## config.mk

```make
export PLATFORM = sky130hd
export DESIGN_NAME = t2mi_frame_scheduler
export DESIGN_NICKNAME = d
export VERILOG_FILES = /design/src/rtl/t2mi_frame_scheduler_pkg.sv /design/src/rtl/t2mi_frame_scheduler_watchdog.sv /design/src/rtl/t2mi_frame_scheduler.sv
export SDC_FILE = /design/constraint.sdc
export NUM_CORES = 1
export LEC_CHECK = 0
export ABC_AREA = 1
export CAP_MARGIN = 15
export CORE_MARGIN = 1
export CORE_UTILIZATION = 30
export DETAILED_ROUTE_END_ITERATION = 7
export PLACE_DENSITY = 0.64
export SLEW_MARGIN = 20
export SYNTH_ARGS = -nofsm -noshare
export SYNTH_HDL_FRONTEND = slang
export SYNTH_SLANG_ARGS = --single-unit
export TNS_END_PERCENT = 5
```

## constraint.sdc

```tcl
create_clock -name CLK -period 2.7 [get_ports CLK]
set_clock_uncertainty 0.15 [all_clocks]
set_input_delay 0.405 -clock CLK [delete_from_list [all_inputs] [get_ports CLK]]
set_output_delay 0.405 -clock CLK [all_outputs]
set_load 0.05 [all_outputs]
```

## src/rtl/t2mi_frame_scheduler_pkg.sv

```systemverilog
// Shared definitions for the T2-MI frame scheduler.
// Holds the T2-MI packet_type codes, the scheduler FSM state encoding, the
// default PKT_DONE timeout, and a helper that maps a state to the packet type
// that state requests.
package t2mi_frame_scheduler_pkg;

  localparam logic [7:0] PT_BB    = 8'h00;
  localparam logic [7:0] PT_L1CUR = 8'h10;
  localparam logic [7:0] PT_TS    = 8'h20;

  localparam int DONE_TMO_DEF = 4096;

  typedef enum logic [3:0] {
    ST_IDLE      = 4'd0,
    ST_FRM_BEGIN = 4'd1,
    ST_BB_WAIT   = 4'd2,
    ST_BB_REQ    = 4'd3,
    ST_BB_DONE   = 4'd4,
    ST_TS_REQ    = 4'd5,
    ST_TS_DONE   = 4'd6,
    ST_L1_REQ    = 4'd7,
    ST_L1_DONE   = 4'd8,
    ST_FRM_END   = 4'd9
  } state_e;

  // Packet type belonging to a REQ/DONE state; 0 elsewhere.
  function automatic logic [7:0] state_pkt_type(input state_e s);
    logic [7:0] t;
    t = 8'h00;
    case (s)
      ST_BB_REQ, ST_BB_DONE: t = PT_BB;
      ST_TS_REQ, ST_TS_DONE: t = PT_TS;
      ST_L1_REQ, ST_L1_DONE: t = PT_L1CUR;
      default:               t = 8'h00;
    endcase
    return t;
  endfunction

endpackage

```

## src/rtl/t2mi_frame_scheduler_watchdog.sv

```systemverilog
// t2mi_sched_watchdog: counts cycles spent waiting for PKT_DONE.
// Ports:
//   clk, rst  - clock, asynchronous active-high reset
//   clear     - restart count at 0 (request transfer)
//   run       - count while high (scheduler waiting in a DONE state)
//   expire    - high while running with the count at DONE_TMO-1
module t2mi_sched_watchdog #(
  parameter int DONE_TMO = 4096
) (
  input  logic clk,
  input  logic rst,
  input  logic clear,
  input  logic run,
  output logic expire
);

  localparam int CW = $clog2(DONE_TMO) + 1;
  localparam logic [CW-1:0] LAST = CW'(DONE_TMO - 1);
  localparam logic [CW-1:0] ONE  = 1;

  logic [CW-1:0] cnt;

  assign expire = run && (cnt == LAST);

  // Saturates at LAST; the scheduler leaves the DONE state on expiry anyway.
  always_ff @(posedge clk or posedge rst) begin
    if (rst) begin
      cnt <= '0;
    end else if (clear) begin
      cnt <= '0;
    end else if (run && !expire) begin
      cnt <= cnt + ONE;
    end
  end

endmodule

```

## src/rtl/t2mi_frame_scheduler.sv

```systemverilog
// t2mi_frame_scheduler: per T2 frame, requests plp_num_blocks BB-frame
// packets, then one timestamp packet, then one L1-current packet, and repeats
// for num_t2_frames frames per superframe. Block/frame counts are latched at
// the start of each superframe.
// Ports:
//   CLK, RST            - byte clock, asynchronous active-high reset
//   START, ENA          - scheduling allowed (level), output-side enable
//   BB_AVAIL            - a full BB frame is buffered upstream
//   plp_num_blocks      - BB frames per T2 frame
//   num_t2_frames       - T2 frames per superframe (0 behaves as 1)
//   REQ_VALID/TYPE/READY, PKT_DONE - request handshake to the packet builder
//   FRAME_IDX, SF_IDX, BB_IDX      - current position in the schedule
//   FRAME_START         - pulse at the start of every T2 frame
//   ERR_TMO             - sticky: PKT_DONE did not arrive within DONE_TMO
//   STAT_BB_CNT/FRM_CNT - statistics, only with T2MI_SCHED_STATS_EN defined
//   fsm_state           - current FSM state for debug/observation
//
// Handshake: REQ_VALID is high in a *_REQ state while ENA is high, REQ_TYPE
// is held for the whole state; a transfer is a cycle with REQ_VALID and
// REQ_READY both high, after which the FSM waits in *_DONE for a PKT_DONE
// pulse. Dropping ENA before the transfer withdraws REQ_VALID only.
module t2mi_frame_scheduler
  import t2mi_frame_scheduler_pkg::*;
#(
  parameter int NB_W     = 10,
  parameter int NF_W     = 8,
  parameter int SF_W     = 4,
  parameter int DONE_TMO = DONE_TMO_DEF
) (
  input  logic            CLK,
  input  logic            RST,
  input  logic            START,
  input  logic            ENA,
  input  logic            BB_AVAIL,
  input  logic [NB_W-1:0] plp_num_blocks,
  input  logic [NF_W-1:0] num_t2_frames,
  output logic            REQ_VALID,
  output logic [7:0]      REQ_TYPE,
  input  logic            REQ_READY,
  input  logic            PKT_DONE,
  output logic [NF_W-1:0] FRAME_IDX,
  output logic [SF_W-1:0] SF_IDX,
  output logic [NB_W-1:0] BB_IDX,
  output logic            FRAME_START,
  output logic            ERR_TMO,
  output logic [31:0]     STAT_BB_CNT,
  output logic [31:0]     STAT_FRM_CNT,
  output state_e          fsm_state
);

  localparam logic [NB_W-1:0] NB_ONE = 1;
  localparam logic [NF_W-1:0] NF_ONE = 1;
  localparam logic [SF_W-1:0] SF_ONE = 1;

  state_e          state, state_n;
  logic [NF_W-1:0] frame_idx;
  logic [SF_W-1:0] sf_idx;
  logic [NB_W-1:0] bb_idx;
  logic [NB_W-1:0] lat_blocks;
  logic [NF_W-1:0] lat_frames;
  logic            err_tmo;
  logic            start_q;

  logic            is_req, is_done, req_valid, xfer, wd_expire, tmo_hit;
  logic            start_rise, clr_idx, last_bb, last_frm;
  logic [NB_W-1:0] blocks_eff;
  logic [NF_W-1:0] frames_eff;

  assign is_req     = (state == ST_BB_REQ) || (state == ST_TS_REQ) || (state == ST_L1_REQ);
  assign is_done    = (state == ST_BB_DONE) || (state == ST_TS_DONE) || (state == ST_L1_DONE);
  assign req_valid  = is_req && ENA;
  assign xfer       = req_valid && REQ_READY;
  assign start_rise = START && !start_q;
  // A PKT_DONE arriving in the expiry cycle still completes the packet.
  assign tmo_hit    = wd_expire && !PKT_DONE;
  // At frame 0 the block count is being latched this cycle, so decide on the input.
  assign blocks_eff = (frame_idx == '0) ? plp_num_blocks : lat_blocks;
  assign frames_eff = (lat_frames == '0) ? NF_ONE : lat_frames;
  assign last_bb    = (bb_idx == lat_blocks - NB_ONE);
  assign last_frm   = (frame_idx == frames_eff - NF_ONE);

  t2mi_sched_watchdog #(.DONE_TMO(DONE_TMO)) u_wd (
    .clk    (CLK),
    .rst    (RST),
    .clear  (xfer),
    .run    (is_done),
    .expire (wd_expire)
  );

  always_comb begin
    state_n = state;
    clr_idx = 1'b0;
    case (state)
      // After a timeout, a fresh START edge is needed to resume.
      ST_IDLE:      if (START && (!err_tmo || start_rise)) state_n = ST_FRM_BEGIN;
      ST_FRM_BEGIN: begin
        if (!START) begin
          state_n = ST_IDLE;
          clr_idx = 1'b1;
        end else if (blocks_eff == '0) begin
          state_n = ST_TS_REQ;
        end else begin
          state_n = ST_BB_WAIT;
        end
      end
      ST_BB_WAIT: begin
        if (!START) begin
          state_n = ST_IDLE;
          clr_idx = 1'b1;
        end else if (BB_AVAIL && ENA) begin
          state_n = ST_BB_REQ;
        end
      end
      ST_BB_REQ: if (xfer) state_n = ST_BB_DONE;
      ST_BB_DONE: begin
        if (PKT_DONE) begin
          if (!START) begin
            state_n = ST_IDLE;
            clr_idx = 1'b1;
          end else begin
            state_n = last_bb ? ST_TS_REQ : ST_BB_WAIT;
          end
        end else if (tmo_hit) begin
          state_n = ST_IDLE;
          clr_idx = 1'b1;
        end
      end
      ST_TS_REQ: if (xfer) state_n = ST_TS_DONE;
      ST_TS_DONE: begin
        if (PKT_DONE) begin
          if (!START) begin
            state_n = ST_IDLE;
            clr_idx = 1'b1;
          end else begin
            state_n = ST_L1_REQ;
          end
        end else if (tmo_hit) begin
          state_n = ST_IDLE;
          clr_idx = 1'b1;
        end
      end
      ST_L1_REQ: if (xfer) state_n = ST_L1_DONE;
      ST_L1_DONE: begin
        // Always pass through FRM_END so the completed frame is accounted.
        if (PKT_DONE) begin
          state_n = ST_FRM_END;
        end else if (tmo_hit) begin
          state_n = ST_IDLE;
          clr_idx = 1'b1;
        end
      end
      ST_FRM_END: begin
        if (!START) begin
          state_n = ST_IDLE;
          clr_idx = 1'b1;
        end else begin
          state_n = ST_FRM_BEGIN;
        end
      end
      default: state_n = ST_IDLE;
    endcase
  end

  always_ff @(posedge CLK or posedge RST) begin
    if (RST) begin
      state <= ST_IDLE;
    end else begin
      state <= state_n;
    end
  end

  always_ff @(posedge CLK or posedge RST) begin
    if (RST) begin
      frame_idx  <= '0;
      sf_idx     <= '0;
      bb_idx     <= '0;
      lat_blocks <= '0;
      lat_frames <= '0;
      err_tmo    <= 1'b0;
      start_q    <= 1'b0;
    end else begin
      start_q <= START;
      if (start_rise) begin
        err_tmo <= 1'b0;
      end else if (tmo_hit) begin
        err_tmo <= 1'b1;
      end
      if (clr_idx) begin
        frame_idx <= '0;
        sf_idx    <= '0;
        bb_idx    <= '0;
      end else begin
        case (state)
          ST_FRM_BEGIN: begin
            bb_idx <= '0;
            if (frame_idx == '0) begin
              lat_blocks <= plp_num_blocks;
              lat_frames <= num_t2_frames;
            end
          end
          ST_BB_DONE: if (PKT_DONE) bb_idx <= bb_idx + NB_ONE;
          ST_FRM_END: begin
            if (last_frm) begin
              frame_idx <= '0;
              sf_idx    <= sf_idx + SF_ONE;
            end else begin
              frame_idx <= frame_idx + NF_ONE;
            end
          end
          default: ;
        endcase
      end
    end
  end

`ifdef T2MI_SCHED_STATS_EN
  logic [31:0] stat_bb_q, stat_frm_q;

  always_ff @(posedge CLK or posedge RST) begin
    if (RST) begin
      stat_bb_q  <= 32'd0;
      stat_frm_q <= 32'd0;
    end else begin
      if (xfer && (state == ST_BB_REQ)) stat_bb_q <= stat_bb_q + 32'd1;
      if (state == ST_FRM_END) stat_frm_q <= stat_frm_q + 32'd1;
    end
  end

  assign STAT_BB_CNT  = stat_bb_q;
  assign STAT_FRM_CNT = stat_frm_q;
`else
  assign STAT_BB_CNT  = 32'd0;
  assign STAT_FRM_CNT = 32'd0;
`endif

  assign REQ_VALID   = req_valid;
  assign REQ_TYPE    = state_pkt_type(state);
  assign FRAME_IDX   = frame_idx;
  assign SF_IDX      = sf_idx;
  assign BB_IDX      = bb_idx;
  assign FRAME_START = (state == ST_FRM_BEGIN);
  assign ERR_TMO     = err_tmo;
  assign fsm_state   = state;

endmodule

```

# Yosys cells after proc, flatten, opt, wreduce, memory -nomap -nowiden
# Index checks and enable logic that the tools add are counted.
# word_totals
reg_bits	59
latch_bits	0
ram_bits	0
rom_bits	0
in_bits	25
output_inout_bits	101
elab_cells	107
mem_count	0
# classes
add_sub_neg	6
n_mul	0
div	0
n_lt_le_gt_ge	0
eq_ne	18
n_shift	0
muxes	38
n_bitwise	1
reduce_logical	35
# op_table
operator	count
$mux W4	13
$pmux W4 S10	1
$mux W8	4
$mux W10	3
$mux W13	2
$pmux W10 S2	1
$eq A4 B3 Y1 const B	4
$logic_not A8 Y1	2
$mux W3	5
$add A13 B1 Y13 const B	1
$eq A13 B12 Y1 const B	1
$pmux W6 S2	1
$add A10 B1 Y10 const B	1
$eq A10 B10 Y1	1
$logic_not A10 Y1	1
$sub A10 B1 Y10 const B	1
$add A8 B1 Y8 const B	1
$eq A4 B2 Y1 const B	2
$eq A4 B4 Y1 const B	2
$eq A8 B8 Y1	1
$logic_and A1 B1 Y1	8
$reduce_bool A2 Y1	4
$sub A8 B1 Y8 const B	1
$mux W1	7
16 further kinds	30

# Longest topological paths before layout
# logic_depth
ltp_word	10
depth_mapped	17
depth_no_buf	17

# Cells and area by module
# A second synthesis with hierarchy kept.
# unflattened
hier_cells	695
area_unflattened_um2	4730.8
# by_module_without_submodules
mod	instances	cells_each	area_each_um2	seq_area_each_um2
t2mi_frame_scheduler	1	560	3852.4	1151.1
t2mi_sched_watchdog	1	135	878.3	325.3

# Least setup slack after synthesis
# Ideal clock, no wire load.
# synth_timing
kind	register to register
from	register state[0], in the netlist fsm_state[0]
to	register u_wd.cnt[11]
setup_ns	0.119
arrival_ns	2.535
required_time_ns	2.431
slack_ns	-0.104
path_stages_with_launch	12
n_path_buf	1
synth_period_minus_slack_ns	2.804
cell_sequence	dfrtp_1 -> inv_2 -> nor2_1 -> nand2_1 -> o31ai_2 -> nor2_1 -> nor2_1 -> nand2_1 -> clkbuf_1 -> nand2_1 -> nand2_1 -> o21a_1
# synth_between
word_cells_on_any_way	17
classes_between	eq/ne (6); mux (1); reduce/logical (10)
# synth_lines
item	line_no	rtl
start, declared	t2mi_frame_scheduler.sv:55	state_e state, state_n;
start signal, assigned	t2mi_frame_scheduler.sv:168	state <= state_n;
$eq A4 B2 Y1 or $eq A4 B3 Y1 (tied branches)	t2mi_frame_scheduler.sv:69	assign is_req = (state == ST_BB_REQ) || (state == ST_TS_REQ) || (state == ST_L1_REQ);
$logic_or A1 B1 Y1	t2mi_frame_scheduler.sv:69	
$logic_or A1 B1 Y1 (*)	t2mi_frame_scheduler.sv:69	
$logic_and A1 B1 Y1 (*)	t2mi_frame_scheduler.sv:71	assign req_valid = is_req && ENA;
net REQ_VALID	t2mi_frame_scheduler.sv:37	output logic REQ_VALID,
$logic_and A1 B1 Y1 (*)	t2mi_frame_scheduler.sv:72	assign xfer = req_valid && REQ_READY;
$mux W13 or $reduce_bool A2 Y1 (tied branches)	-	
end signal, assigned	t2mi_frame_scheduler_watchdog.sv:32	cnt <= cnt + ONE;
end, declared	t2mi_frame_scheduler_watchdog.sv:21	logic [CW-1:0] cnt;
# The timed path passes the listed nets; every way through them passes the cells marked *.
# A chain may end at the register's enable or synchronous reset.

# Final worst setup path
# layout_timing
from	register lat_frames[3]
to	register sf_idx[0], in the netlist SF_IDX[0]
# layout_between
elab_chain_cells	6
# layout_lines
item	line_no	rtl
start, declared	t2mi_frame_scheduler.sv:60	logic [NF_W-1:0] lat_frames;
start signal, assigned	t2mi_frame_scheduler.sv:198	lat_frames <= num_t2_frames;
$logic_not A8 Y1	t2mi_frame_scheduler.sv:78	assign frames_eff = (lat_frames == '0) ? NF_ONE : lat_frames;
$mux W8 (*)	t2mi_frame_scheduler.sv:78	
$sub A8 B1 Y8 (*)	t2mi_frame_scheduler.sv:80	assign last_frm = (frame_idx == frames_eff - NF_ONE);
$eq A8 B8 Y1 (*)	t2mi_frame_scheduler.sv:80	
$reduce_bool A2 Y1 (no line) (*)	-	
$reduce_and A2 Y1 (no line) (*)	-	
end signal, assigned	t2mi_frame_scheduler.sv:205	sf_idx <= sf_idx + SF_ONE;
end, declared	t2mi_frame_scheduler.sv:57	logic [SF_W-1:0] sf_idx;
# Every way passes the cells marked *; elsewhere a longest branch is shown, timed or not.

==> results.tsv <==
stage	metric	value	unit
critical_path	WP data required	2770	ps
finish	layout cells sized above 1	10.0	%
timing	f_max	0.408	GHz
clock_network	Hold-fix buffers, CTS	0	
placement	Post-DP HPWL	7.71	mm
timing	TNS Setup	0	ps
power	Static Leakage	0.00256	uW
synthesis	Post-synth EDFFs	0	
global_route	pin count of the biggest net entering global routing	38	
synthesis	Post-synth ARST share	100	%
critical_path	internal reg-to-reg setup slack	250	ps
routing	DR vias/cell	4.34	
critical_path	Worst Path Arrival	2520	ps
global_route	vias in the first global route	3492	
clock_network	post_cts resized	0	
critical_path	Worst Setup Start Kind	flop	
critical_path	CP endpoint kind	flop	
finish	Final #Nets	716	
critical_path	reg2reg end	SF_IDX[0]	
synthesis	mapped cell area	4470	sq um
synthesis	Post-Synth XOR/XNOR Area	4.90	%
critical_path	Setup CP Type	reg -> reg	
critical_path	Critical path origin	lat_frames[3]	
critical_path	RR Startpoint	lat_frames[3]	
timing	RSZ-0062 raised after global routing	no	
floorplanning	row count	44	
floorplanning	die area	15400	sq um
timing	Tcrit/Tclk final	90.7	%
critical_path	Register-to-Register Path Depth	16	
power	sequential power share	25.3	%
synthesis	Synth Area in Compound Gates	10.0	%
synthesis	post-synthesis sequential area ratio	33.1	%
synthesis	main combinational cell family by area after synthesis	simple AND/OR/NAND/NOR gates	
clock_network	CTS H-Tree Depth	3	
power	NetSw	2820	uW
routing	drt initial violations	162	
synthesis	post-synthesis adder-cell area fraction	1.96	%
finish	Syn-to-layout area delta	18.7	%
global_route	total gr overflow	0	
timing	Tmin final	2450	ps
power	part of the power in the clock network	20.2	%
routing	final WL	9.98	mm
power	power per cell area	1080	nW/um^2
clock_network	Reg clk slew, reported paths	50	ps
timing	worst relative slew slack	63.5	%
placement	routability cong.	0.844	
routing	drt wl/cell	11.4	microns
timing	Hold WS	292	ps
clock_network	CTS tree	done	
hold_path	Hold Path Class	in -> async	
synthesis	synthesized instance count	620	
routing	drt pass-1 iters	4	
placement	IO Port Bufs	55	
timing	fin. max-slew vios	0	
synthesis	Yosys cell types	46	
power	Max VDD drop	579	uV
finish	n_diodes	0	
global_route	initial antenna violation count	0	
synthesis	yosys warns	0	
clock_network	Root Buffer	clkbuf_16	
power	Power Internal	2880	uW
timing	Slew @ Worst Pin	547	ps
floorplanning	core area	14500	sq um
timing	Final Hold Viols	0	
floorplanning	Starting Density	30.7	%
critical_path	worst-path maximum fanout	8	
power	Comb pwr share	54.4	%
clock_network	post-CTS setup buffer count	0	
floorplanning	Die X	124	microns
flow_run	total of max-cap violations	0	
global_route	first-pass GRT wire length	16.6	mm
routing	vias	3785	
global_route	Total GRT Usage	14.0	%
power	Sw Share	49.5	%
clock_network	CTS sink cnt	59	
clock_network	CTS buffer count	9	
synthesis	Post-Synth Simple-Gate Area	28.8	%
floorplanning	Die Ht	124	microns
clock_network	Clock Latency Late Sink	340	ps
synthesis	number of synthesized register bits	59	
synthesis	Syn Area/Cell	7.20	sq um
timing	setup violators final	0	
synthesis	mux cell area share after synthesis	1.48	%
clock_network	Clock Path Buffers	2	
routing	remaining antenna violation count	0	
routing	DRC	0	
run_status	outcome	finished clean	
synthesis	most common flop cell mapped by yosys	dfrtp_1	
floorplanning	# IOs	126	
layout by cell type, fill, tap and decap left out, types with 6 or more instances in the layout:
cell type | synthesis | layout
nor3_1 | 16 | 16
nand3_1 | 36 | 36
conb_1 | 1 | 70
nand2_1 | 142 | 141
inv_1 | 70 | 69
dfrtp_1 | 59 | 59
clkdlybuf4s50_1 | 0 | 51
xor2_1 | 20 | 20
o21ai_0 | 35 | 34
nand4_1 | 9 | 9
ha_1 | 7 | 6
clkbuf_16 | 0 | 9
buf_4 | 71 | 10
inv_2 | 7 | 8
a21oi_1 | 21 | 21
nor2_1 | 66 | 65
synth_stat cells, types with 4 or more instances:
| library cell | count | area, sq um |
|---|---|---|
| nand3_1 | 36 | 180 |
| buf_4 | 71 | 533 |
| o22ai_1 | 4 | 25.0 |
| o21ai_0 | 35 | 175 |
| inv_2 | 7 | 26.3 |
| xnor2_1 | 5 | 43.8 |
| nand4_1 | 9 | 56.3 |
| mux2_2 | 5 | 56.3 |
| inv_1 | 70 | 263 |
| xor2_1 | 20 | 175 |
| ha_1 | 7 | 87.6 |
| a21oi_1 | 21 | 105 |
| nor2_4 | 5 | 56.3 |
| nor2_1 | 66 | 248 |
| dfrtp_1 | 59 | 1480 |
| nand2_1 | 142 | 533 |
| nor3_1 | 16 | 80.1 |
| nor2_2 | 4 | 25.0 |
area by class of cell:
cell class | count | area (sq um)
clock inverter | 5 | 52.6
inverter | 80 | 308
timing repair buffer | 62 | 606
multi-input combinational | 472 | 2390
sequential | 59 | 1480
tap | 184 | 230
clock buffer | 11 | 243
fill | 1580 | 9230
cell families after synthesis:
group / Yosys count
compound gates: 76
xor+xnor: 25
fa+ha+maj: 7
buf+inv: 158
flops: 59
mux: 6
other cells: 1
simple gates: 288
power groups by stage:
stage / Clock [uW] / Combinational [uW] / Sequential, uW
final: 1160 / 3110 / 1450
after global routing: 1220 / 3520 / 1490
after CTS: 1180 / 3110 / 1450
after detailed placement: 0 / 3090 / 1450
after global placement: 0 / 3070 / 1460
after floorplan: 0 / 2300 / 1650
worst max path at each step:
stage | end | cells after the start | slack [ps]
after floorplan | u_wd.cnt[11] | 11 | 150
after global routing | fsm_state[0] | 14 | 30
final | SF_IDX[0] | 16 | 250
after global placement | fsm_state[0] | 14 | 170
after detailed placement | SF_IDX[3] | 14 | 150
after CTS | SF_IDX[0] | 14 | 120
through the flow:
step | total power, uW | cell area (sq um) | setup slack [ps] | cells | util (%)
floorplan | 3950 | 4730 | 152 | 689 | -
finish | 5710 | 5300 | 250 | 873 | 36.5
CTS | 5740 | 5290 | 121 | 873 | 36.4
detailed placement | 4550 | 4990 | 146 | 857 | 34.4
global route | 6240 | 5300 | 30.4 | 873 | 36.5
global placement | 4520 | 4990 | 175 | 857 | 34.4
critical path, cell delays in order (launching register included):
cell     delay (ps)
dfrtp_1         390
nor2_1           60
inv_1           130
nor2_2           70
a31oi_4         200
ha_2            240
nand2_1          70
xnor2_1         140
xor2_1          140
inv_1            60
nand3_1          70
nor2_1          120
nand2_2         130
nand2_4         130
nand2_1         110
nand2_1          70
nand2_1          50
flip-flops by register name, summed over array words and instances (netlist names):
signal,flops
lat_frames,8
BB_IDX,10
fsm_state,4
lat_blocks,10
start_q,1
FRAME_IDX,8
u_wd.cnt,13
ERR_TMO,1
SF_IDX,4
routing by layer:
| metal | up-vias | part of all wire [%] | global-route usage (%) |
|---|---|---|---|
| li1 | 1965 | - | - |
| met1 | 1719 | 51 | 19.4 |
| met2 | 88 | 43 | 21.1 |
| met3 | 13 | 4.2 | 3.48 |
| met4 | 0 | 1.3 | 4.61 |
| met5 | - | 0 | 0 |
Power figures use the tool's default switching activity.
